[src/rtl/dcache_store_wb_pkg.sv]
// Shared types for the data-cache store write buffer: retired-store and
// completion packets, write-buffer entry, bus command/size and FSM encodings.
package dcache_store_wb_pkg;

  localparam int unsigned XLEN       = 32;
  localparam int unsigned N_WAY      = 2;
  localparam int unsigned N_WR_PORTS = 2;
  localparam int unsigned POS_W      = 4;

  typedef enum logic [1:0] {
    BUS_NONE  = 2'd0,
    BUS_LOAD  = 2'd1,
    BUS_STORE = 2'd2
  } BUS_COMMAND;

  typedef enum logic [1:0] {
    BYTE   = 2'd0,
    HALF   = 2'd1,
    WORD   = 2'd2,
    DOUBLE = 2'd3
  } MEM_SIZE;

  typedef enum logic [1:0] {
    IDLE  = 2'd0,
    ISSUE = 2'd1,
    WAIT  = 2'd2
  } WB_STATE;

  typedef struct packed {
    logic             valid;
    logic [XLEN-1:0]  address;
    logic [XLEN-1:0]  data;
    MEM_SIZE          size;
    logic [POS_W-1:0] store_pos;
  } STORE_PACKET_RET;

  typedef struct packed {
    logic             valid;
    logic [POS_W-1:0] store_pos;
  } STORE_PACKET_EX_STAGE;

  typedef struct packed {
    logic [XLEN-1:0]  address;
    logic [XLEN-1:0]  data;
    MEM_SIZE          size;
    logic [POS_W-1:0] store_pos;
  } WB_ENTRY;

endpackage

[src/rtl/dcache_store_wb_if.sv]
// Processor-to-memory store bus: command/address/data/size out, accept and
// completion tags back.
interface dcache_store_wb_if;
  import dcache_store_wb_pkg::*;

  BUS_COMMAND      proc2mem_command;
  logic [XLEN-1:0] proc2mem_addr;
  logic [XLEN-1:0] proc2mem_data;
  MEM_SIZE         proc2mem_size;
  logic [3:0]      mem2proc_response;
  logic [3:0]      mem2proc_tag;

  modport master (
    output proc2mem_command, proc2mem_addr, proc2mem_data, proc2mem_size,
    input  mem2proc_response, mem2proc_tag
  );

  modport slave (
    input  proc2mem_command, proc2mem_addr, proc2mem_data, proc2mem_size,
    output mem2proc_response, mem2proc_tag
  );
endinterface

[src/rtl/dcache_store_wb_fifo.sv]
// Circular write buffer: up to LANES enqueues per cycle in lane order, one pop,
// registered free count and sticky overflow for lanes that found no room.
module wb_fifo
  import dcache_store_wb_pkg::*;
#(
  parameter int unsigned DEPTH = 4,
  parameter int unsigned LANES = N_WAY
) (
  input  logic                     clock,
  input  logic                     reset,
  input  logic [LANES-1:0]         enq_valid,
  input  WB_ENTRY                  enq_entry [LANES],
  input  logic                     pop,
  output WB_ENTRY                  head,
  output logic [$clog2(DEPTH):0]   count,
  output logic [$clog2(DEPTH):0]   free_cnt,
  output logic                     overflow
);

  localparam int unsigned PW = $clog2(DEPTH);
  localparam int unsigned CW = PW + 1;

  WB_ENTRY        mem [DEPTH];
  logic [PW-1:0]  head_ptr, tail_ptr;
  logic [CW-1:0]  space, n_acc, count_next;
  logic [LANES-1:0] acc;
  logic [PW-1:0]  wr_idx [LANES];
  logic           drop;

  // A slot freed by this cycle's pop is already usable by this cycle's lanes.
  always_comb begin
    space = CW'(DEPTH) - count + CW'(pop);
    n_acc = '0;
    acc   = '0;
    drop  = 1'b0;
    for (int unsigned i = 0; i < LANES; i++) begin
      wr_idx[i] = tail_ptr + n_acc[PW-1:0];
      if (enq_valid[i]) begin
        if (n_acc < space) begin
          acc[i] = 1'b1;
          n_acc  = n_acc + CW'(1);
        end else begin
          drop = 1'b1;
        end
      end
    end
    count_next = count + n_acc - CW'(pop);
  end

  always_ff @(posedge clock) begin
    if (!reset) begin
      for (int unsigned i = 0; i < LANES; i++) begin
        if (acc[i]) mem[wr_idx[i]] <= enq_entry[i];
      end
    end
  end

  always_ff @(posedge clock) begin
    if (reset) begin
      head_ptr <= '0;
      tail_ptr <= '0;
      count    <= '0;
      free_cnt <= CW'(DEPTH);
      overflow <= 1'b0;
    end else begin
      tail_ptr <= tail_ptr + n_acc[PW-1:0];
      if (pop) head_ptr <= head_ptr + PW'(1);
      count    <= count_next;
      free_cnt <= CW'(DEPTH) - count_next;
      if (drop) overflow <= 1'b1;
    end
  end

  assign head = mem[head_ptr];

endmodule

[src/rtl/dcache_store_wb.sv]
// Store write buffer: retires stores into wb_fifo, issues them one at a time to
// memory with a write-through cache update. Optional macro: STORE_WB_BYPASS_EN.
module dcache_store_wb
  import dcache_store_wb_pkg::*;
#(
  parameter int unsigned WB_DEPTH = 4
) (
  input  logic                                   clock,
  input  logic                                   reset,
  input  STORE_PACKET_RET      [N_WAY-1:0]       store_ret_packet_in,
  output logic                 [$clog2(WB_DEPTH):0] wb_free_cnt,
  dcache_store_wb_if.master                      mem,
  output logic                                   dc_wr_en,
  output logic                 [XLEN-1:0]        dc_wr_addr,
  output logic                 [XLEN-1:0]        dc_wr_data,
  output MEM_SIZE                                dc_wr_size,
  output STORE_PACKET_EX_STAGE [N_WR_PORTS-1:0]  store_packet_dcache,
  output logic                                   wb_overflow
);

  WB_STATE          state, state_next;
  logic [3:0]       lat_tag;
  logic             tag_load, pop, bypass_hit;
  logic             comp_valid;
  logic [POS_W-1:0] comp_pos;
  logic [N_WAY-1:0] enq_valid;
  WB_ENTRY          enq_entry [N_WAY];
  WB_ENTRY          head;
  logic [$clog2(WB_DEPTH):0] fifo_count;

  always_comb begin
    for (int unsigned i = 0; i < N_WAY; i++) begin
      enq_valid[i] = store_ret_packet_in[i].valid;
      enq_entry[i] = '{address:   store_ret_packet_in[i].address,
                       data:      store_ret_packet_in[i].data,
                       size:      store_ret_packet_in[i].size,
                       store_pos: store_ret_packet_in[i].store_pos};
    end
  end

  wb_fifo #(.DEPTH(WB_DEPTH), .LANES(N_WAY)) u_fifo (
    .clock     (clock),
    .reset     (reset),
    .enq_valid (enq_valid),
    .enq_entry (enq_entry),
    .pop       (pop),
    .head      (head),
    .count     (fifo_count),
    .free_cnt  (wb_free_cnt),
    .overflow  (wb_overflow)
  );

`ifdef STORE_WB_BYPASS_EN
  assign bypass_hit = (fifo_count == '0) && store_ret_packet_in[0].valid;
`else
  assign bypass_hit = 1'b0;
`endif

  always_ff @(posedge clock) begin
    if (reset) begin
      state      <= IDLE;
      lat_tag    <= '0;
      comp_valid <= 1'b0;
      comp_pos   <= '0;
    end else begin
      state      <= state_next;
      if (tag_load) lat_tag <= mem.mem2proc_response;
      comp_valid <= pop;
      comp_pos   <= pop ? head.store_pos : '0;
    end
  end

  always_comb begin
    state_next           = state;
    tag_load             = 1'b0;
    pop                  = 1'b0;
    dc_wr_en             = 1'b0;
    dc_wr_addr           = '0;
    dc_wr_data           = '0;
    dc_wr_size           = BYTE;
    mem.proc2mem_command = BUS_NONE;
    mem.proc2mem_addr    = '0;
    mem.proc2mem_data    = '0;
    mem.proc2mem_size    = BYTE;
    case (state)
      IDLE: begin
        if (fifo_count != '0 || bypass_hit) state_next = ISSUE;
      end
      ISSUE: begin
        mem.proc2mem_command = BUS_STORE;
        mem.proc2mem_addr    = head.address;
        mem.proc2mem_data    = head.data;
        mem.proc2mem_size    = head.size;
        if (mem.mem2proc_response != '0) begin
          tag_load   = 1'b1;
          dc_wr_en   = 1'b1;
          dc_wr_addr = head.address;
          dc_wr_data = head.data;
          dc_wr_size = head.size;
          state_next = WAIT;
        end
      end
      WAIT: begin
        if (mem.mem2proc_tag != '0 && mem.mem2proc_tag == lat_tag) begin
          pop        = 1'b1;
          state_next = IDLE;
        end
      end
      default: state_next = IDLE;
    endcase
  end

  always_comb begin
    store_packet_dcache    = '0;
    store_packet_dcache[0] = '{valid: comp_valid, store_pos: comp_pos};
  end

endmodule
[src/flat_wrapper.sv]
// flat-port wrapper written by rule: the top's interface ports become plain ports
module dcache_store_wb_flat import dcache_store_wb_pkg::*;
#(
  parameter int unsigned WB_DEPTH = 4
)
  (clock, reset, store_ret_packet_in, wb_free_cnt, dc_wr_en, dc_wr_addr, dc_wr_data, dc_wr_size, store_packet_dcache, wb_overflow, mem_proc2mem_command, mem_proc2mem_addr, mem_proc2mem_data, mem_proc2mem_size, mem_mem2proc_response, mem_mem2proc_tag);
  dcache_store_wb_if mem_i ();
  input  logic clock;
  input  logic reset;
  input  STORE_PACKET_RET      [N_WAY-1:0] store_ret_packet_in;
  output logic                 [$clog2(WB_DEPTH):0] wb_free_cnt;
  output logic dc_wr_en;
  output logic                 [XLEN-1:0] dc_wr_addr;
  output logic                 [XLEN-1:0] dc_wr_data;
  output MEM_SIZE dc_wr_size;
  output STORE_PACKET_EX_STAGE [N_WR_PORTS-1:0] store_packet_dcache;
  output logic wb_overflow;
  output wire logic [$bits(mem_i.proc2mem_command)-1:0] mem_proc2mem_command;
  output wire logic [$bits(mem_i.proc2mem_addr)-1:0] mem_proc2mem_addr;
  output wire logic [$bits(mem_i.proc2mem_data)-1:0] mem_proc2mem_data;
  output wire logic [$bits(mem_i.proc2mem_size)-1:0] mem_proc2mem_size;
  input wire logic [$bits(mem_i.mem2proc_response)-1:0] mem_mem2proc_response;
  input wire logic [$bits(mem_i.mem2proc_tag)-1:0] mem_mem2proc_tag;
  assign mem_proc2mem_command = mem_i.proc2mem_command;
  assign mem_proc2mem_addr = mem_i.proc2mem_addr;
  assign mem_proc2mem_data = mem_i.proc2mem_data;
  assign mem_proc2mem_size = mem_i.proc2mem_size;
  assign mem_i.mem2proc_response = mem_mem2proc_response;
  assign mem_i.mem2proc_tag = mem_mem2proc_tag;
  dcache_store_wb #(.WB_DEPTH(WB_DEPTH)) u_core (.clock(clock), .reset(reset), .store_ret_packet_in(store_ret_packet_in), .wb_free_cnt(wb_free_cnt), .mem(mem_i), .dc_wr_en(dc_wr_en), .dc_wr_addr(dc_wr_addr), .dc_wr_data(dc_wr_data), .dc_wr_size(dc_wr_size), .store_packet_dcache(store_packet_dcache), .wb_overflow(wb_overflow));
endmodule
[config.mk]
export PLATFORM = sky130hd
export DESIGN_NAME = dcache_store_wb_flat
export DESIGN_NICKNAME = d
export VERILOG_FILES = /design/src/rtl/dcache_store_wb_pkg.sv /design/src/rtl/dcache_store_wb_if.sv /design/src/rtl/dcache_store_wb_fifo.sv /design/src/rtl/dcache_store_wb.sv /design/src/flat_wrapper.sv
export SDC_FILE = /design/constraint.sdc
export NUM_CORES = 1
export LEC_CHECK = 0
export CAP_MARGIN = 20
export CORE_ASPECT_RATIO = 1.1
export CORE_MARGIN = 2
export CORE_UTILIZATION = 30
export CTS_CLUSTER_DIAMETER = 50
export DETAILED_ROUTE_END_ITERATION = 6
export SLEW_MARGIN = 20
export SYNTH_ARGS = -nofsm -noshare
export SYNTH_HDL_FRONTEND = slang
export SYNTH_SLANG_ARGS = --single-unit
[constraint.sdc]
create_clock -name clock -period 16.5 [get_ports clock]
set_input_delay 2.475 -clock clock [delete_from_list [all_inputs] [get_ports clock]]
set_output_delay 2.475 -clock clock [all_outputs]
set_load 0.005 [all_outputs]
# Word level (Yosys, flattened, before mapping)
# Memories as Yosys holds them, arrays and structs flattened. A register that Yosys moved wholly into a read port is not among the register bits.
# Cells that the tools add are included.
[classes] addsub=9 multipliers=0 div=0 n_lt_le_gt_ge=2 eq_ne=6 shifts=0 muxes=38 bitwise=1 reduce_logical=7
[ops] cell="$mux W32" n=6
[ops] cell="$mux W1" n=20
[ops] cell="$mux W2" n=9
[ops] cell="$reduce_bool A4 Y1" n=2
[ops] cell="$mux W3" n=2
[ops] cell="$ne A2 B1 Y1 const B" n=3
[ops] cell="$pmux W2 S3" n=1
[ops] cell="$sub A3 B3 Y3 const A" n=2
[ops] cell="$add A2 B2 Y2" n=2
[ops] cell="$eq A4 B4 Y1" n=1
[ops] cell="$add A3 B1 Y3" n=1
[ops] cell="$add A3 B1 Y3 const B" n=1
[ops] cell="$add A3 B3 Y3" n=1
[ops] cell="$lt A1 B3 Y1 const A" n=1
[ops] cell="$lt A3 B3 Y1" n=1
[ops] cell="$reduce_and A3 Y1" n=1
[ops] cell="$reduce_bool A3 Y1" n=1
[ops] cell="$sub A3 B1 Y3" n=1
[ops] cell="$add A2 B1 Y2 const B" n=1
[ops] cell="$eq A2 B1 Y1 const B" n=1
[ops] cell="$eq A2 B2 Y1 const B" n=1
[ops] cell="$logic_not A2 Y1" n=1
[ops] cell="$reduce_or A2 Y1" n=1
[ops] cell="$logic_and A1 B1 Y1" n=1
[ops] cell="$not A1 Y1" n=1
[totals] regBits=22 latchBits=0 ramBits=280 romBits=0 out_inout_bits=149 n_memories=1
[memory_table] name="u_core.u_fifo.mem" depth=4 width=70 rd=1 rd_ports_with_merged_regs=1 wr=2 line_no="dcache_store_wb_fifo.sv:23" text="WB_ENTRY mem [DEPTH];"

# Depth between registers and ports, before layout
[logic_depth] word_depth=14 depth_mapped=19 depth_no_buf=18

# Hierarchy
# Synthesis repeated with hierarchy kept, for this count alone.
[unflattened] hier_cells=964 area_unflattened_um2=15592.5
[modules_own_cells] mod="wb_fifo" instances=1 cells_each=758 area_each_um2=14187.4 seq_area_each_um2=8648.3
[modules_own_cells] mod="dcache_store_wb" instances=1 cells_each=206 area_each_um2=1405.1 seq_area_each_um2=220.2

# Worst setup path before layout
# No wires, ideal clock.
[synth_timing] path_kind="in2reg" startpoint="input mem_mem2proc_tag[1]" endpoint="memory u_core.u_fifo.mem[0][0] (netlist name) (enable)" t_arrival_ps=7830 required_time_ps=15987 path_slack_ps=8157 cell_stages=11 cell_sequence="xnor2_1 nand4_1 or2_2 buf_2 ha_1 inv_1 ha_1 xor2_2 nor3b_2 or4b_2 o21bai_1"
[synth_rtl] item="from (decl)" line_no="flat_wrapper.sv:23" text="input wire logic [$bits(mem_i.mem2proc_tag)-1:0] mem_mem2proc_tag;"
[synth_rtl] item="to (decl)" line_no="dcache_store_wb_fifo.sv:23"

# Worst setup path in the final report
[layout_timing] startpoint="input mem_mem2proc_response[3]" endpoint="output dc_wr_en"
[layout_between] elab_chain_len=3
[layout_rtl] item="from (decl)" line_no="flat_wrapper.sv:22" text="input wire logic [$bits(mem_i.mem2proc_response)-1:0] mem_mem2proc_response;"
[layout_rtl] item="$reduce_bool A4 Y1" line_no="dcache_store_wb.sv:94" text="if (mem.mem2proc_response != '0) begin"
[layout_rtl] item="$mux W1" line_no="dcache_store_wb.sv:94"
[layout_rtl] item="$mux W1" line_no="dcache_store_wb.sv:85" text="case (state)"
[layout_rtl] item="to (decl)" line_no="flat_wrapper.sv:12" text="output logic dc_wr_en;"
# Every way passes these cells.

==> results.ini <==
[grt]
antenna_found_initial = 8
grtUsageTotal = 0.156
grt_pass1_wl_mm = 63.9
grt_pass1_vias = 10100
grt_max_degree = 139
grt_overflow = 0

[floorplanning]
pin_count = 301
initial_core_util = 0.302
die_h_um = 245
die_x_um = 223
coreArea_um2 = 52300
rows = 88
die_area_um2 = 54600

[logic_synthesis]
yosysMostFrequentCell = edfxtp_1
async_reset_ff_frac = 0
synth_edf_count = 280
synth.area.top_cells = edfxtp_1 (53%), mux2_2 (15%), mux4_2 (10%)
synth_area_um2 = 15800
syn-mean-instance-area_um2 = 16.4
synth_top_flop_cell = edfxtp_1
synth_cell_types = 47
ys_warn_count = 0
synth_common_cells = edfxtp_1 (280), mux2_2 (204), mux4_2 (70)
syn_inst = 966
synth.yosys.seq_area_share = 0.561
post-synth-top-area-cell = edfxtp_1
synth_seq_cells = 303
synth_top_area_frac = 0.532

[pwr]
power_density_nw_per_um2 = 132
sequentialPowerShare = 0.391
switchingPower_uw = 770
p_comb_frac = 0.310
vdd.ir_drop.worst_uv = 68.1
leakagePower_nw = 6.93
p_sw_frac = 0.283
clkPwrFrac = 0.299
p_int_mw = 1.95

[worst_setup_path]
path_class = input pin to primary output
rr_startpoint = u_core.lat_tag[3]$_SDFFE_PP0P_
r2r_slack_ns = 11.47
cp.buffers_inverters = 3
path_max_fanout = 68
end_kind = primary output
cp_slowest_cell = or4_4
setup.worst_path.start_class = input pin
path_cells = clkdlybuf4s50_1 -> or4_4 -> nand2_1 -> inv_1 -> clkdlybuf4s50_1
critPathMostFrequentCell = clkdlybuf4s50_1
critPathArrivalTime_ns = 4.66
r2r_cells = 12
required_ns = 14.03
cpLargestDelayFamily = simple AND/OR/NAND/NOR gates
critPathMaxStageDelay_ns = 0.88
worstReg2RegEnd = u_core.u_fifo.mem[0][11]$_DFFE_PP_

[cells_and_area]
fillCellCount = 4825
drive_gt1_frac = 0.324
design_area_um2 = 20600
syn2layout_area_growth_pct = 30.2
final_nets = 1402

[place]
dp_hpwl_mm = 25.4
portBuffers = 294
place_area_um2 = 19400
gp_congestion = 0.705
dp_worst_setup_slack_ns = 8.86

[timing]
fmax_ghz = 0.140
finalCriticalPeriod_ns = 7.14
worst_slack_ns = 9.36
hold_viol_final = 0
drv_slew = 0
finalSetupTns_ns = 0
whs_ns = 0.481
setup_viol = 0
maxSlewHeadroom = 0.419
rsz0062_at_grt = false
period_share = 0.433
worst_pin_slew_ns = 0.872
fin_skew_ns = 0.0167

[detailed_routing]
routed-via-count = 9414
drc = 0
detail-route-antenna-nets = 0
viasPerCell = 4.82
drt_first_iter_violations = 440
top_layer = met5
wl_mm = 42.7
wl_per_cell_um = 21.9
firstDrtPassIters = 4
dr_wl_met3_mm = 1.96
wl_met2_mm = 21.2
routedLengthMet1_mm = 18.3

[hold_path]
hp-class = flip-flop to flip-flop
whs_path_depth = 2
holdCritStartpoint = u_core.u_fifo.head_ptr[1]$_SDFFE_PP0P_

[clocking]
post_cts_buffers = 0
cts_tree = done
cts_root_buf = clkbuf_16
cts_buffers = 40
hold_buffers = 0
cts_resized = 0
htree_levels = 2
worstSkewPairLatency_ns = 0.55
cts_buffer_depth = 3
path_clk_slew_ns = 0.06
clkSinkCount = 303

[run]
maxCapViolCount = 0

[outcome]
status = complete, no violations

-- layer usage --
metal	track usage	up-vias
met2	0.264	227
met3	0.0338	73
met1	0.196	4772
met4	0.0572	6
li1	-	4336
met5	0	-
-- flip-flops by register name, summed over array words and instances (netlist names), 2 cells and up, named ones only --
register and count:
u_core.u_fifo.tail_ptr 2, u_core.lat_tag 4, u_core.u_fifo.free_cnt 2, u_core.u_fifo.mem 280
u_core.state 2, u_core.u_fifo.count 3, u_core.comp_pos 4, u_core.u_fifo.head_ptr 2
-- layout make-up --
class,count,area (µm²),area share
Sequential cell,303,8880,0.431
Antenna cell,7,17.5,0.000850
Inverter,11,41.3,0.00200
Clock buffer,51,1080,0.0527
Timing Repair Buffer,311,3070,0.149
Multi-Input combinational cell,575,6520,0.317
Tap cell,675,845,0.0410
Clock inverter,19,139,0.00674
-- metrics by stage --
step / power, mW / instances / util
5_1_grt: 2.87 / 1950 / 0.394
2_1_floorplan: 1.55 / 971 / -
6_report: 2.72 / 1952 / 0.394
3_3_place_gp: 1.92 / 1875 / 0.370
4_1_cts: 2.76 / 1945 / 0.393
3_5_place_dp: 1.94 / 1875 / 0.370
-- cell families (layout without fill, tap and decap cells) --
family,after synthesis,count (layout),share of synthesized area
compound gates,22,22,0.0131
xor+xnor,11,11,0.00657
fa+ha+maj,9,9,0.00743
buf+inv,93,392,0.0327
flops,303,303,0.561
mux,352,352,0.312
other cells,1,13,0.000237
simple gates,175,175,0.0671
-- worst max-delay path by stage --
stage,start,to,slack (ns),cells after the start
6_report,mem_mem2proc_response[3],dc_wr_en,9.36,5
5_1_grt,mem_mem2proc_response[3],dc_wr_en,9.28,5
4_1_cts,mem_mem2proc_response[3],dc_wr_en,8.86,5
3_5_place_dp,mem_mem2proc_response[3],dc_wr_en,8.86,5
3_3_place_gp,mem_mem2proc_response[3],dc_wr_en,8.90,5
2_1_floorplan,mem_mem2proc_tag[1],u_core.u_fifo.mem[0][0]$_DFFE_PP_,8.16,11
-- power by group through the flow --
stage               clock network (mW)  logic, mW  registers [mW]
finish                           0.815      0.843            1.06
global route                     0.867      0.922            1.08
CTS                              0.838      0.860            1.07
global placement                     0      0.847            1.07
floorplan                            0      0.473            1.07
detailed placement                   0      0.856            1.08
-- cells in the final DEF, fill, tap and decap left out, drive strengths merged, types with 2 or more instances in the layout --
master         count
clkdlybuf4s50    294
o21ai              2
o21bai             2
conb               6
a21oi              3
ha                 7
and2              66
dfxtp             23
a22oi              4
edfxtp           280
and3              66
o32ai              2
diode              7
or4                2
clkbuf            51
clkinv            12
nand4              3
nand3              5
a41o               2
nor2b              5
nor2              16
inv               15
xor2               4
mux2             282
nand2              3
xnor2              7
clkinvlp           2
nor3b              5
o211ai             2
mux4              70
buf               17
-- tightest hold or removal path, delay by kind of cell, from the launching register on --
family	cells	cell delay, ns
flip-flops	1	0.30
AO/OA/AOI/OAI	2	0.13
Power figures use the tool's default switching activity.
